===== src/rtl/i2c_tx_fifo.sv =====
// Transmit byte FIFO between the APB register block and the I2C core.
// First-word-fall-through head, edge-qualified push, sticky error status.
module i2c_tx_fifo #(
    parameter int DATA_WIDTH = 8,
    parameter int ADDR_WIDTH = 3,
    parameter int AF_LEVEL   = 6,
    parameter int AE_LEVEL   = 1,
    parameter int PUSH_EDGE  = 1
) (
    input  logic                  pclk_i,
    input  logic                  preset_n_i,
    input  logic                  wr_en_i,
    input  logic [DATA_WIDTH-1:0] wr_data_i,
    input  logic                  rd_en_i,
    input  logic                  flush_i,
    input  logic                  clr_err_i,
    output logic [DATA_WIDTH-1:0] rd_data_o,
    output logic                  empty_o,
    output logic                  full_o,
    output logic [ADDR_WIDTH:0]   count_o,
    output logic                  almost_full_o,
    output logic                  almost_empty_o,
    output logic                  overflow_o,
    output logic                  underflow_o
);

    localparam int DEPTH = 1 << ADDR_WIDTH;
    localparam logic [ADDR_WIDTH:0] DEPTH_C = (ADDR_WIDTH+1)'(DEPTH);
    localparam logic [ADDR_WIDTH:0] AF_C    = (ADDR_WIDTH+1)'(AF_LEVEL);
    localparam logic [ADDR_WIDTH:0] AE_C    = (ADDR_WIDTH+1)'(AE_LEVEL);
    localparam logic [ADDR_WIDTH:0] CNT_ONE = (ADDR_WIDTH+1)'(1);
    localparam logic [ADDR_WIDTH-1:0] PTR_ONE = ADDR_WIDTH'(1);

    logic [DATA_WIDTH-1:0] mem [DEPTH];
    logic [ADDR_WIDTH-1:0] wr_ptr;
    logic [ADDR_WIDTH-1:0] rd_ptr;
    logic [ADDR_WIDTH:0]   count;
    logic                  wr_en_d;
    logic                  overflow;
    logic                  underflow;

    logic push_req;
    logic pop_req;
    logic do_push;
    logic do_pop;
    logic set_ovf;
    logic set_unf;

    // Status is a pure function of the registered count.
    assign count_o        = count;
    assign empty_o        = (count == '0);
    assign full_o         = (count == DEPTH_C);
    assign almost_full_o  = (count >= AF_C);
    assign almost_empty_o = (count <= AE_C);
    assign overflow_o     = overflow;
    assign underflow_o    = underflow;
    assign rd_data_o      = empty_o ? '0 : mem[rd_ptr];

    always_comb begin
        push_req = (PUSH_EDGE != 0) ? (wr_en_i & ~wr_en_d) : wr_en_i;
        pop_req  = rd_en_i;
        do_pop   = pop_req & ~empty_o;
        do_push  = push_req & (~full_o | do_pop);
        set_ovf  = push_req & full_o & ~pop_req;
        set_unf  = pop_req & empty_o;
    end

    always_ff @(posedge pclk_i or negedge preset_n_i) begin
        if (!preset_n_i) begin
            wr_ptr    <= '0;
            rd_ptr    <= '0;
            count     <= '0;
            wr_en_d   <= 1'b0;
            overflow  <= 1'b0;
            underflow <= 1'b0;
        end else begin
            // Track the level even across a flush so a held write can't re-push.
            wr_en_d <= wr_en_i;
            if (flush_i) begin
                wr_ptr <= '0;
                rd_ptr <= '0;
                count  <= '0;
            end else begin
                if (do_push) wr_ptr <= wr_ptr + PTR_ONE;
                if (do_pop)  rd_ptr <= rd_ptr + PTR_ONE;
                if (do_push && !do_pop)
                    count <= count + CNT_ONE;
                else if (!do_push && do_pop)
                    count <= count - CNT_ONE;
            end
            if (set_ovf)        overflow <= 1'b1;
            else if (clr_err_i) overflow <= 1'b0;
            if (set_unf)        underflow <= 1'b1;
            else if (clr_err_i) underflow <= 1'b0;
        end
    end

    always_ff @(posedge pclk_i) begin
        if (do_push && !flush_i)
            mem[wr_ptr] <= wr_data_i;
    end

endmodule


===== config.mk =====
export PLATFORM = sky130hd
export DESIGN_NAME = i2c_tx_fifo
export DESIGN_NICKNAME = d
export VERILOG_FILES = /design/src/rtl/i2c_tx_fifo.sv
export SDC_FILE = /design/constraint.sdc
export NUM_CORES = 1
export LEC_CHECK = 0
export BUFFER_PORTS_ARGS = -buffer_cell sky130_fd_sc_hd__buf_2
export CORE_MARGIN = 10
export CORE_UTILIZATION = 50
export DETAILED_ROUTE_END_ITERATION = 10
export HOLD_SLACK_MARGIN = 0.06
export PLACE_DENSITY = 0.69
export SYNTH_ARGS = -nofsm -noshare
export SYNTH_HDL_FRONTEND = slang
export SYNTH_SLANG_ARGS = --single-unit

===== constraint.sdc =====
create_clock -name pclk_i -period 5.9 [get_ports pclk_i]
set_input_delay 0.59 -clock pclk_i [delete_from_list [all_inputs] [get_ports pclk_i]]
set_output_delay 0.59 -clock pclk_i [all_outputs]
set_load 0.005 [all_outputs]

==> results.md <==
* HPWL Detailed at 3840 um
* Chip Width at roughly 100 um
* Largest net degree at the start of global routing at 19
* Status: complete, no violations
* Max-cap viol count at 0
* Synth Area in Simple Gates at 8.12%
* Initial antenna violation count at 0
* Net Count, Synth at 211
* Flops & latches, synth at 77
* Sink Count at 77
* P_leak at approximately 1.3 nW
* Crit. End Element: output port
* Layout cells sized above 1 at 31.9%
* R2r setup slk at 3.35 ns
* Number of global-route vias before repair at approximately 1800
* Root buf cell: clkbuf_8
* Gate Count Post-Synth at 190
* Row cnt at 29
* Post-CTS Setup Inserts at 0
* CTS buffer count at 9
* Die area at 0.0102 mm2
* Register clock-pin slew on the reported worst setup and hold paths at approximately 0.07 ns
* Largest family of logic cells by synthesized area: multiplexers
* CTS tree: built
* Cell area power density at 386 mW/mm2
* Fillers at approximately 470
* RSZ-0062 raised after global routing: false
* First-pass GRT wire length at 9630 um
* Worst vdd ir at 0.243 mV
* DRT Wirelength at 6030 um
* Post-synthesis cell area at roughly 0.0033 mm2
* Max Fclk at 0.342 GHz
* Routed vias at roughly 1700
* Post-synthesis compound-gate area fraction at 2.95%
* Final hold vios at 0
* WL/cell at 19.3 um
* Clk buf depth at 2
* Cells resized by post-CTS repair at 0
* Layout Skew at 0.00302 ns
* H-tree depth at 3
* Ys async rst share at between 10% and 20%
* Setup TNS Final at 0 ns
* Clk_lat worst skew at 0.34 ns
* CORE AREA at 0.00635 mm2
* Worst-path fanout max at 12
* Initial Utilization at 51.4%
* Synthesized area per cell at about 17 um2
* Distinct cells, synth at 32
* Ports at 32
* Post-synthesis mux area share at 15.1%
* Slew Viols, Final at 0
* CP Data Arrival Time at 2.33 ns
* Post-synthesis adder-cell area fraction at 2.68%
* EDFF count, synth at 64
* Slew Limit Headroom at about a third
* Period utilization at 49.6%
* Worst Path Required at 5.31 ns
* Placed inst area at 0.00353 mm2
* All-Layer GR Usage at 12.6%
* Worst Hold Class: in2async
* Area grow syn2layout at 13.1%
* Design Area, Final at 0.00369 mm2
* Number of nets in the layout at 251
* YS warnings at 0
* Port Buffer Count at 31
* Endpoints failing setup at 0
* Post-route minimum period at 2.92 ns
* Post-synth top flop: edfxtp_1
* Synth Area in XOR/XNOR at 0.536%
* Remaining antenna violation count at 0
* Height of the die at 101 um
* GP Congestion at 0.747
* CP Class: reg2out
* Critical Path Source Type: register
* Starting DRT DRC Count at 123
* DRC violation count after routing at 0
* Worst Tran Pin Value at 1.00 ns
* Initial DRT Pass Iterations at 4
* Post-synthesis sequential area ratio at 68.8%
* Ant diodes at 0
* Grt total ovfl at 0
* CTS Hold Buffers Added at 0
* Vias per cell at 5.54
-- state kept, by name (all words and copies together) (netlist names) --
register,count
mem,64
overflow_o,1
wr_ptr,3
count_o,4
underflow_o,1
wr_en_d,1
rd_ptr,3
-- metrics by stage --
step | setup slack [ns] | power (mW) | util [%] | hold slack [ns] | instances
finish | 2.98 | 1.43 | 58.2 | 0.132 | 312
CTS | 2.96 | 1.45 | 58.2 | 0.134 | 312
detailed placement | 3.34 | 1.11 | 55.6 | 0.504 | 296
global route | 2.78 | 1.52 | 58.2 | 0.141 | 312
floorplan | 3.70 | 0.956 | - | 0.294 | 190
global placement | 3.37 | 1.11 | 55.6 | 0.500 | 296
-- routing by layer --
metal | vias up | GRT usage, % | part of all wire [%]
li1 | 809 | - | -
met1 | 865 | 16.5 | 45
met2 | 46 | 19.2 | 47
met3 | 9 | 3.98 | 6.7
met4 | 0 | 5.00 | 1.5
met5 | - | 0 | 0
-- cells in the mapped netlist (3+ instances only) --
cell | n | area (um2)
edfxtp_1 | 64 | 1920
inv_1 | 5 | 18.8
nand2_1 | 7 | 26.3
o21ai_0 | 4 | 20.0
nor2b_1 | 3 | 18.8
clkbuf_1 | 3 | 11.3
mux2i_1 | 10 | 100
nor2_1 | 16 | 60.1
ha_1 | 7 | 87.6
nor3_1 | 10 | 50.1
dfrtp_1 | 13 | 325
nand2b_1 | 5 | 31.3
mux4_2 | 16 | 360
-- power by group --
group / switching [mW] / leakage (nW) / internal, mW
Sequential: 0.0416 / 0.750 / 0.614
Combinational: 0.222 / 0.499 / 0.214
Clock: 0.181 / 0.0803 / 0.152
Total: 0.444 / 1.33 / 0.981
-- final timing paths --
check / from / endpoint / cells after the start
hold reg to reg: overflow_o / overflow_o / 2
min in group pclk_i: wr_en_i / wr_en_d / 1
hold / removal: preset_n_i / count_o[1] / 1
setup reg to reg: count_o[1] / count_o[3] / 6
setup / recovery: count_o[1] / rd_data_o[6] / 5
max in group asynchronous: preset_n_i / count_o[3] / 1
-- worst max-delay path: stages, from the launching register on --
cell	delay, ns
dfrtp_1	0.45
inv_1	0.14
ha_1	0.24
nor3b_2	0.84
nor2_1	0.15
buf_2	0.18
-- placed cells by master (no fill, tap or decap), types with 2 or more instances in the layout --
cell type  instances
nand3b_1           2
buf_2             31
dfrtp_1           13
inv_1              5
nor3b_2            2
ha_1               7
clkbuf_1           3
or2_2              2
clkbuf_8           9
edfxtp_1          64
nor2_1            16
a21oi_1            2
a22oi_1            2
nand2_1            7
nor2b_1            3
o21a_1             2
mux4_2            16
buf_4              5
o21ai_0            4
mux2_1             2
mux2i_1           10
xor2_1             2
clkinv_2           2
nand2b_1           5
nor3_2             2
nor3_1             8
-- cells by family after synthesis --
family	after synthesis
flip-flops	77
AND/OR/NAND/NOR	49
multiplexers	29
AO/OA/AOI/OAI	13
buffers and inverters	13
adder cells (fa/ha/maj)	7
XOR/XNOR	2
-- area by class of cell --
| type | count | area (um2) | share of cell area [%] |
|---|---|---|---|
| flip-flops and latches | 77 | 2250 | 60.8 |
| multi-input cells | 100 | 971 | 26.3 |
| repair buffers | 36 | 193 | 5.22 |
| clock buffers | 12 | 135 | 3.66 |
| well taps | 77 | 96.3 | 2.61 |
| clock inverters | 4 | 26.3 | 0.711 |
| inverters | 6 | 25.0 | 0.678 |
Power figures use the tool's default switching activity.
